===== config.mk =====
export PLATFORM = sky130hd
export DESIGN_NAME = store_unit
export DESIGN_NICKNAME = d
export VERILOG_FILES = /design/src/rtl/store_unit_pkg.sv /design/src/rtl/store_unit_uart_tx_fifo.sv /design/src/rtl/store_unit.sv
export SDC_FILE = /design/constraint.sdc
export NUM_CORES = 1
export LEC_CHECK = 0
export ABC_AREA = 1
export ABC_CLOCK_PERIOD_IN_PS = 5340
export CAP_MARGIN = 20
export CORE_UTILIZATION = 52
export DETAILED_ROUTE_END_ITERATION = 6
export PLACE_DENSITY = 0.86
export SETUP_SLACK_MARGIN = 0.4
export SYNTH_ARGS = -nofsm -noshare
export SYNTH_HDL_FRONTEND = slang
export SYNTH_HIERARCHICAL = 1
export SYNTH_SLANG_ARGS = --single-unit

===== constraint.sdc =====
create_clock -name clk -period 5.34 [get_ports clk]
set_input_delay 1.068 -clock clk [delete_from_list [all_inputs] [get_ports clk]]
set_output_delay 1.068 -clock clk [all_outputs]
set_load 0.02 [all_outputs]

===== src/rtl/store_unit_pkg.sv =====
// Shared store-path constants: funct3 store encodings, region nibbles, IO addresses,
// and the byte-lane generator used by store_unit.
package store_unit_pkg;

  typedef enum logic [2:0] {
    STORE_SB = 3'b000,
    STORE_SH = 3'b001,
    STORE_SW = 3'b010
  } store_f3_e;

  localparam logic [3:0] REGION_IO   = 4'b1000;
  localparam logic [3:0] REGION_BIOS = 4'b0100;

  localparam logic [31:0] IO_UART_TX = 32'h8000_0008;
  localparam logic [31:0] IO_CNT_RST = 32'h8000_0018;

  typedef struct packed {
    logic [3:0]  we;
    logic [31:0] din;
    logic        misaligned;
  } lane_t;

  // Unknown funct3 yields we=0, which the caller treats as "no write".
  function automatic lane_t store_lanes(input logic [2:0]  f3,
                                        input logic [1:0]  off,
                                        input logic [31:0] data);
    lane_t l;
    l = '0;
    case (f3)
      STORE_SB: begin
        l.we  = 4'b0001 << off;
        l.din = {4{data[7:0]}};
      end
      STORE_SH: begin
        l.we         = 4'b0011 << {off[1], 1'b0};
        l.din        = {2{data[15:0]}};
        l.misaligned = off[0];
      end
      STORE_SW: begin
        l.we         = 4'b1111;
        l.din        = data;
        l.misaligned = |off;
      end
      default: l = '0;
    endcase
    return l;
  endfunction

endpackage


===== src/rtl/store_unit_uart_tx_fifo.sv =====
// Synchronous FIFO buffering UART transmit bytes; head entry is read from registered
// storage (no fall-through) and reads as zero when empty.
module uart_tx_fifo #(
  parameter int unsigned DEPTH = 4,
  parameter int unsigned WIDTH = 8
) (
  input  logic             clk,
  input  logic             rst,
  input  logic             push_i,
  input  logic [WIDTH-1:0] din_i,
  input  logic             pop_i,
  output logic [WIDTH-1:0] dout_o,
  output logic             full_o,
  output logic             empty_o
);

  localparam int unsigned AW = $clog2(DEPTH);
  localparam int unsigned CW = AW + 1;

  logic [WIDTH-1:0] mem_q [DEPTH];
  logic [AW-1:0]    wr_ptr_q, wr_ptr_d;
  logic [AW-1:0]    rd_ptr_q, rd_ptr_d;
  logic [CW-1:0]    count_q, count_d;
  logic             push_ok, pop_ok;

  assign full_o  = (count_q == CW'(DEPTH));
  assign empty_o = (count_q == '0);
  assign dout_o  = empty_o ? '0 : mem_q[rd_ptr_q];

  // No bypass: a full FIFO refuses a push even if it is popped the same cycle.
  assign push_ok = push_i & ~full_o;
  assign pop_ok  = pop_i & ~empty_o;

  always_comb begin
    wr_ptr_d = wr_ptr_q;
    rd_ptr_d = rd_ptr_q;
    count_d  = count_q;
    if (push_ok) wr_ptr_d = wr_ptr_q + 1'b1;
    if (pop_ok)  rd_ptr_d = rd_ptr_q + 1'b1;
    case ({push_ok, pop_ok})
      2'b10:   count_d = count_q + 1'b1;
      2'b01:   count_d = count_q - 1'b1;
      default: count_d = count_q;
    endcase
  end

  always_ff @(posedge clk) begin
    if (rst) begin
      wr_ptr_q <= '0;
      rd_ptr_q <= '0;
      count_q  <= '0;
    end else begin
      wr_ptr_q <= wr_ptr_d;
      rd_ptr_q <= rd_ptr_d;
      count_q  <= count_d;
    end
  end

  always_ff @(posedge clk) begin
    if (push_ok) mem_q[wr_ptr_q] <= din_i;
  end

endmodule


===== src/rtl/store_unit.sv =====
// Store-side memory interface: region decode, registered byte-lane writes, UART TX FIFO.
// Optional macro STORE_MISALIGN_TRAP_EN drops misaligned SH/SW and pulses misalign.
module store_unit
  import store_unit_pkg::*;
#(
  parameter int unsigned TX_FIFO_DEPTH = 4
) (
  input  logic        clk,
  input  logic        rst,
  input  logic        st_valid,
  input  logic [2:0]  st_funct3,
  input  logic [31:0] st_addr,
  input  logic [31:0] st_data,
  input  logic        pc30,
  output logic        stall,
  output logic [3:0]  dmem_we,
  output logic [13:0] dmem_addr,
  output logic [31:0] dmem_din,
  output logic [3:0]  imem_we,
  output logic [13:0] imem_addr,
  output logic [31:0] imem_din,
  output logic [7:0]  tx_data,
  output logic        tx_valid,
  input  logic        tx_ready,
  output logic        cnt_rst,
  output logic        misalign
);

  lane_t       lanes;
  logic        dmem_hit, imem_hit, io_hit, uart_hit, cnt_hit;
  logic        fifo_full, fifo_empty, fifo_push, fifo_pop;
  logic        drop, wr_ok;

  logic [3:0]  dmem_we_q, dmem_we_d;
  logic [13:0] dmem_addr_q, dmem_addr_d;
  logic [31:0] dmem_din_q, dmem_din_d;
  logic [3:0]  imem_we_q, imem_we_d;
  logic [13:0] imem_addr_q, imem_addr_d;
  logic [31:0] imem_din_q, imem_din_d;
  logic        cnt_rst_q, cnt_rst_d;

  assign lanes    = store_lanes(st_funct3, st_addr[1:0], st_data);

  assign dmem_hit = (st_addr[31:30] == 2'b00) & st_addr[28];
  assign imem_hit = (st_addr[31:29] == 3'b001) & pc30;
  assign io_hit   = (st_addr[31:28] == REGION_IO);
  assign uart_hit = io_hit & (st_addr == IO_UART_TX);
  assign cnt_hit  = io_hit & (st_addr == IO_CNT_RST);

  assign stall    = st_valid & uart_hit & fifo_full;

`ifdef STORE_MISALIGN_TRAP_EN
  assign drop = lanes.misaligned;
`else
  logic unused_misalign;
  assign unused_misalign = lanes.misaligned;
  assign drop = 1'b0;
`endif

  assign wr_ok     = st_valid & ~stall & ~drop & (|lanes.we);
  assign fifo_push = wr_ok & uart_hit;
  assign fifo_pop  = tx_valid & tx_ready;

  // Addresses/data only advance on a real write so the ports stay quiet otherwise.
  always_comb begin
    dmem_we_d   = '0;
    dmem_addr_d = dmem_addr_q;
    dmem_din_d  = dmem_din_q;
    imem_we_d   = '0;
    imem_addr_d = imem_addr_q;
    imem_din_d  = imem_din_q;
    cnt_rst_d   = wr_ok & cnt_hit;
    if (wr_ok & dmem_hit) begin
      dmem_we_d   = lanes.we;
      dmem_addr_d = st_addr[15:2];
      dmem_din_d  = lanes.din;
    end
    if (wr_ok & imem_hit) begin
      imem_we_d   = lanes.we;
      imem_addr_d = st_addr[15:2];
      imem_din_d  = lanes.din;
    end
  end

  always_ff @(posedge clk) begin
    if (rst) begin
      dmem_we_q   <= '0;
      dmem_addr_q <= '0;
      dmem_din_q  <= '0;
      imem_we_q   <= '0;
      imem_addr_q <= '0;
      imem_din_q  <= '0;
      cnt_rst_q   <= 1'b0;
    end else begin
      dmem_we_q   <= dmem_we_d;
      dmem_addr_q <= dmem_addr_d;
      dmem_din_q  <= dmem_din_d;
      imem_we_q   <= imem_we_d;
      imem_addr_q <= imem_addr_d;
      imem_din_q  <= imem_din_d;
      cnt_rst_q   <= cnt_rst_d;
    end
  end

`ifdef STORE_MISALIGN_TRAP_EN
  logic misalign_q, misalign_d;
  assign misalign_d = st_valid & ~stall & (|lanes.we) & lanes.misaligned;
  always_ff @(posedge clk) begin
    if (rst) misalign_q <= 1'b0;
    else     misalign_q <= misalign_d;
  end
  assign misalign = misalign_q;
`else
  assign misalign = 1'b0;
`endif

  uart_tx_fifo #(
    .DEPTH (TX_FIFO_DEPTH),
    .WIDTH (8)
  ) u_tx_fifo (
    .clk     (clk),
    .rst     (rst),
    .push_i  (fifo_push),
    .din_i   (st_data[7:0]),
    .pop_i   (fifo_pop),
    .dout_o  (tx_data),
    .full_o  (fifo_full),
    .empty_o (fifo_empty)
  );

  assign tx_valid  = ~fifo_empty;
  assign dmem_we   = dmem_we_q;
  assign dmem_addr = dmem_addr_q;
  assign dmem_din  = dmem_din_q;
  assign imem_we   = imem_we_q;
  assign imem_addr = imem_addr_q;
  assign imem_din  = imem_din_q;
  assign cnt_rst   = cnt_rst_q;

endmodule


==> results <==
- The initial utilization of the core area, before any placement, comes to 0.537.
- Counting every net in the synthesized netlist gives 1018.
- The HPWL after detailed placement is 12800 µm.
- The post-layout minimum cycle time is 4.02 ns.
- The synthesized-area fraction occupied by ao, oa, aoi and oai cells is 0.0389.
- The footprint of the multi-input gates is 2520 µm².
- The number of gates resized after CTS was 0.
- In this run, synthesis produced a sequential element count of 142.
- For this run, global-route usage on met2 was measured as 0.509.
- Timing would allow up to 249 MHz.
- The mux cell area share after synthesis is 0.
- The met1 usage is 0.341.
- The cell count after synthesis came out at 940.
- For this block, the via count after detailed routing is 6233.
- The maximum VDD drop is 0.238 mV.
- The root buffer cell chosen for the clock tree is sky130_fd_sc_hd__clkbuf_16.
- The number of detailed-routing iterations run before antenna repair is 5.
- The cell family with the largest share of critical-path delay is buffers and inverters.
- Global routing finished with a remaining overflow of 0.
- The number of buffers inserted for hold repair after clock tree synthesis is 0.
- Before CTS, the worst setup slack after placement is 1.23 ns.
- STA classifies the critical path endpoint as a primary output.
- Dividing the final minimum period by the clock period gives 0.753.
- The count of buffers added by post-CTS timing repair for setup is 0.
- The type of origin of the critical path is a primary input.
- Summed over all failing endpoints, the final setup total negative slack is 0 ns.
- Across every metal layer, demand over resource in global routing totals 0.296.
- The CTS tree is done.
- The average vias per placed instance is 4.84.
- By area, the combinational part of the netlist is dominated by simple AND/OR/NAND/NOR gates.
- The wire length of the first global-routing pass is 29300 µm.
- The initial detailed-routing violation count is 521.
- Counting distinct cell types in the post-synthesis netlist gives 28.
- Yosys printed 6 warnings.
- The run finished with clean final reports.
- The hold violation count in the final report came to 0.
- For this block, the routed nets add up to 18500 µm of wire.
- Of the cells placed in the final design, the portion with a size suffix greater than 1 is 0.0545.
- The die is 114 µm wide.
- From bottom edge to top edge, the die measures 114 µm.
- The floorplan step defined a core boundary enclosing 12100 µm².
- The clock sink count is 142.
- The worst hold-check path type is reg2reg.
- The maximum count of clock buffers along a single path is 2.
- Of the total synthesized cell area, the portion taken by XOR and XNOR cells is 0.
- The post-synthesis share of cell area spent on full adders, half adders and majority gates is 0.0127.
- The final estimated routing congestion in global placement is 0.818.
- On the final layout, the worst hold slack is 0.508 ns.
- The top cell types in the final layout, fill and taps aside, are 254 x sky130_fd_sc_hd__nand2_1, 237 x sky130_fd_sc_hd__nor2_1, 182 x sky130_fd_sc_hd__clkdlybuf4s50_1.
- The cell type of the slowest stage on the worst timing path is sky130_fd_sc_hd__clkdlybuf4s50_1.
- The via count of the first global-routing pass is 5977.
- The number of pins with negative max-slew slack in the final report was 0.
- The register cell area after layout is 3160 µm².
- The required time of the critical path is 4.27 ns.
- Dividing the detail-routed wire length by the instance count gives 14.4 µm.
- The worst setup slack after layout is 1.32 ns.
- The register area share after synthesis is 0.487.
- The final setup violation count is 0.
- The post-synthesis to final-layout area growth is 37.1%.
- In this run the most used layer during global routing was met2.
- The later pin in the worst-skew pair is clocked with a latency of 0.42 ns.
- Setup repair after global routing left no endpoint under its margin.
- The library cell used most frequently in the layout, excluding fill and tap cells, is sky130_fd_sc_hd__nand2_1.
- The critical path goes through clkdlybuf4s50_1 > nor2_1 > nand3_1 > nor2_1 > nand2_1 > nor2_1 > clkdlybuf4s50_1.
- Clock tree synthesis inserted a total of 17 buffers.
- The netlist area before placement is 6500 µm².
- Entering global routing, the biggest net connects 93 pins.
- The most repeated library cell on the critical path is sky130_fd_sc_hd__nor2_1.
- The number of rows in the core area is 40.
- The worst max-slew margin expressed relative to the limit is 0.377.
- After detailed routing, the number of remaining DRC violations is 0.
- The tool flagged a number of max-cap violations equal to 0.
- The longest individual stage delay on the worst path is 0.67 ns.
- The mean post-synth cell area is 6.91 µm².
- Of the total synthesized cell area, the portion taken by AND, OR, NAND and NOR gates is 0.334.
- The critical path is of the in2out type.
- Summed over all cells, the static leakage comes to 0.00421 µW.
- The count of port buffers added during placement is 182.
- Measured on the finished design, the core utilization comes to 0.736.
- The die covers 13000 µm².
- Power spread over the standard cell area amounts to 278 nW/µm².
- Counting both buffers and inverters, the worst setup path holds a total of 2.
- At the pin with the least slew margin, the transition time is 0.935 ns.
- The met3 routing resource usage after global routing is 0.105.
- The detail route stage leaves a number of antenna-violating nets equal to 0.
- The total power consumption of the routed design is 2480 µW.
- After clock tree synthesis, the clock-pin slew on the worst setup and hold paths is 0.06 ns.
- The layout has 920 filler cells.
- The H-tree was split into 4 levels.
- The data arrival time at the worst-slack endpoint is 2.95 ns.
- The repair_antennas step left the layout with diodes totalling 0.
- The number of antenna violations at the first check in global routing is 0.
- The net count reported at finish is 1185.
- In this run the worst path has a maximum fanout of 4.
- For the final database, setup skew stands at 0.00628 ns.
- For this design the top-level I/O count stands at 184.
[routing by layer]
layer | routed length [µm] | vias up
li1 | - | 3128
met1 | 7380 | 2778
met2 | 8840 | 284
met3 | 1840 | 43
met4 | 422 | 0
met5 | 0 | -
[tightest hold or removal path: cells and delay by family, from the launching register on]
family / cells / cell delay, ns
flops: 1 / 0.31
simple gates: 3 / 0.12
buf+inv: 1 / 0.04
[metrics by stage]
stage          std cells  cell area, µm²
2_1_floorplan        940            6500
3_3_place_gp        1256            8340
3_5_place_dp        1256            8340
4_1_cts             1288            8910
5_1_grt             1288            8910
6_report            1288            8910
[synthesized netlist by cell type, drive strengths merged]
master	instances	area [µm²]
nor2	252	983
nand2	255	960
nand3	15	75.1
a21oi	14	70.1
a31oi	1	6.26
buf	25	184
clkbuf	13	48.8
o22ai	6	37.5
nand4	13	87.6
clkinv	2	7.51
nor3	10	50.1
ha	5	62.6
a221oi	1	8.76
dfxtp	110	2200
edfxtp	32	961
o21ai	26	130
inv	157	589
conb	1	3.75
fa	1	20.0
nor3b	1	12.5
[report_power, final]
part / internal, µW / switching [µW] / total [µW]
clock: 655 / 502 / 1160
combinational: 89.8 / 115 / 205
sequential: 1110 / 6.70 / 1120
total: 1850 / 624 / 2480
[cell families after synthesis]
kind of cell               count (synthesis)
AOI/OAI and AO/OA                         48
buffers and inverters                    197
DFF                                      142
other                                      1
adders and majority gates                  6
and+or+nand+nor                          546
[worst paths after layout]
path,from,end,slack [ns],cells past startpoint
setup / recovery,st_addr[1],stall,1.32,7
hold / removal,imem_din[23],imem_din[23],0.51,4
setup reg to reg,u_tx_fifo/count_q[1],u_tx_fifo/count_q[1],2.17,15
hold reg to reg,imem_din[23],imem_din[23],0.51,4
[state kept, by name (all words and copies together) (netlist names), named ones only]
register,cells
imem_din,32
cnt_rst,1
u_tx_fifo/mem_q,32
u_tx_fifo/wr_ptr_q,2
dmem_we,4
imem_we,4
u_tx_fifo/count_q,3
imem_addr,14
dmem_din,32
u_tx_fifo/rd_ptr_q,2
dmem_addr,14
[final cells by class]
class / count / share of cell area
Sequential cell: 142 / 0.355
Multi-Input combinational cell: 601 / 0.282
Tap cell: 168 / 0.0236
Inverter: 159 / 0.0670
Timing Repair Buffer: 186 / 0.208
Clock inverter: 15 / 0.0168
Clock buffer: 17 / 0.0477
Note: power is estimated with default switching activity, not from simulation.
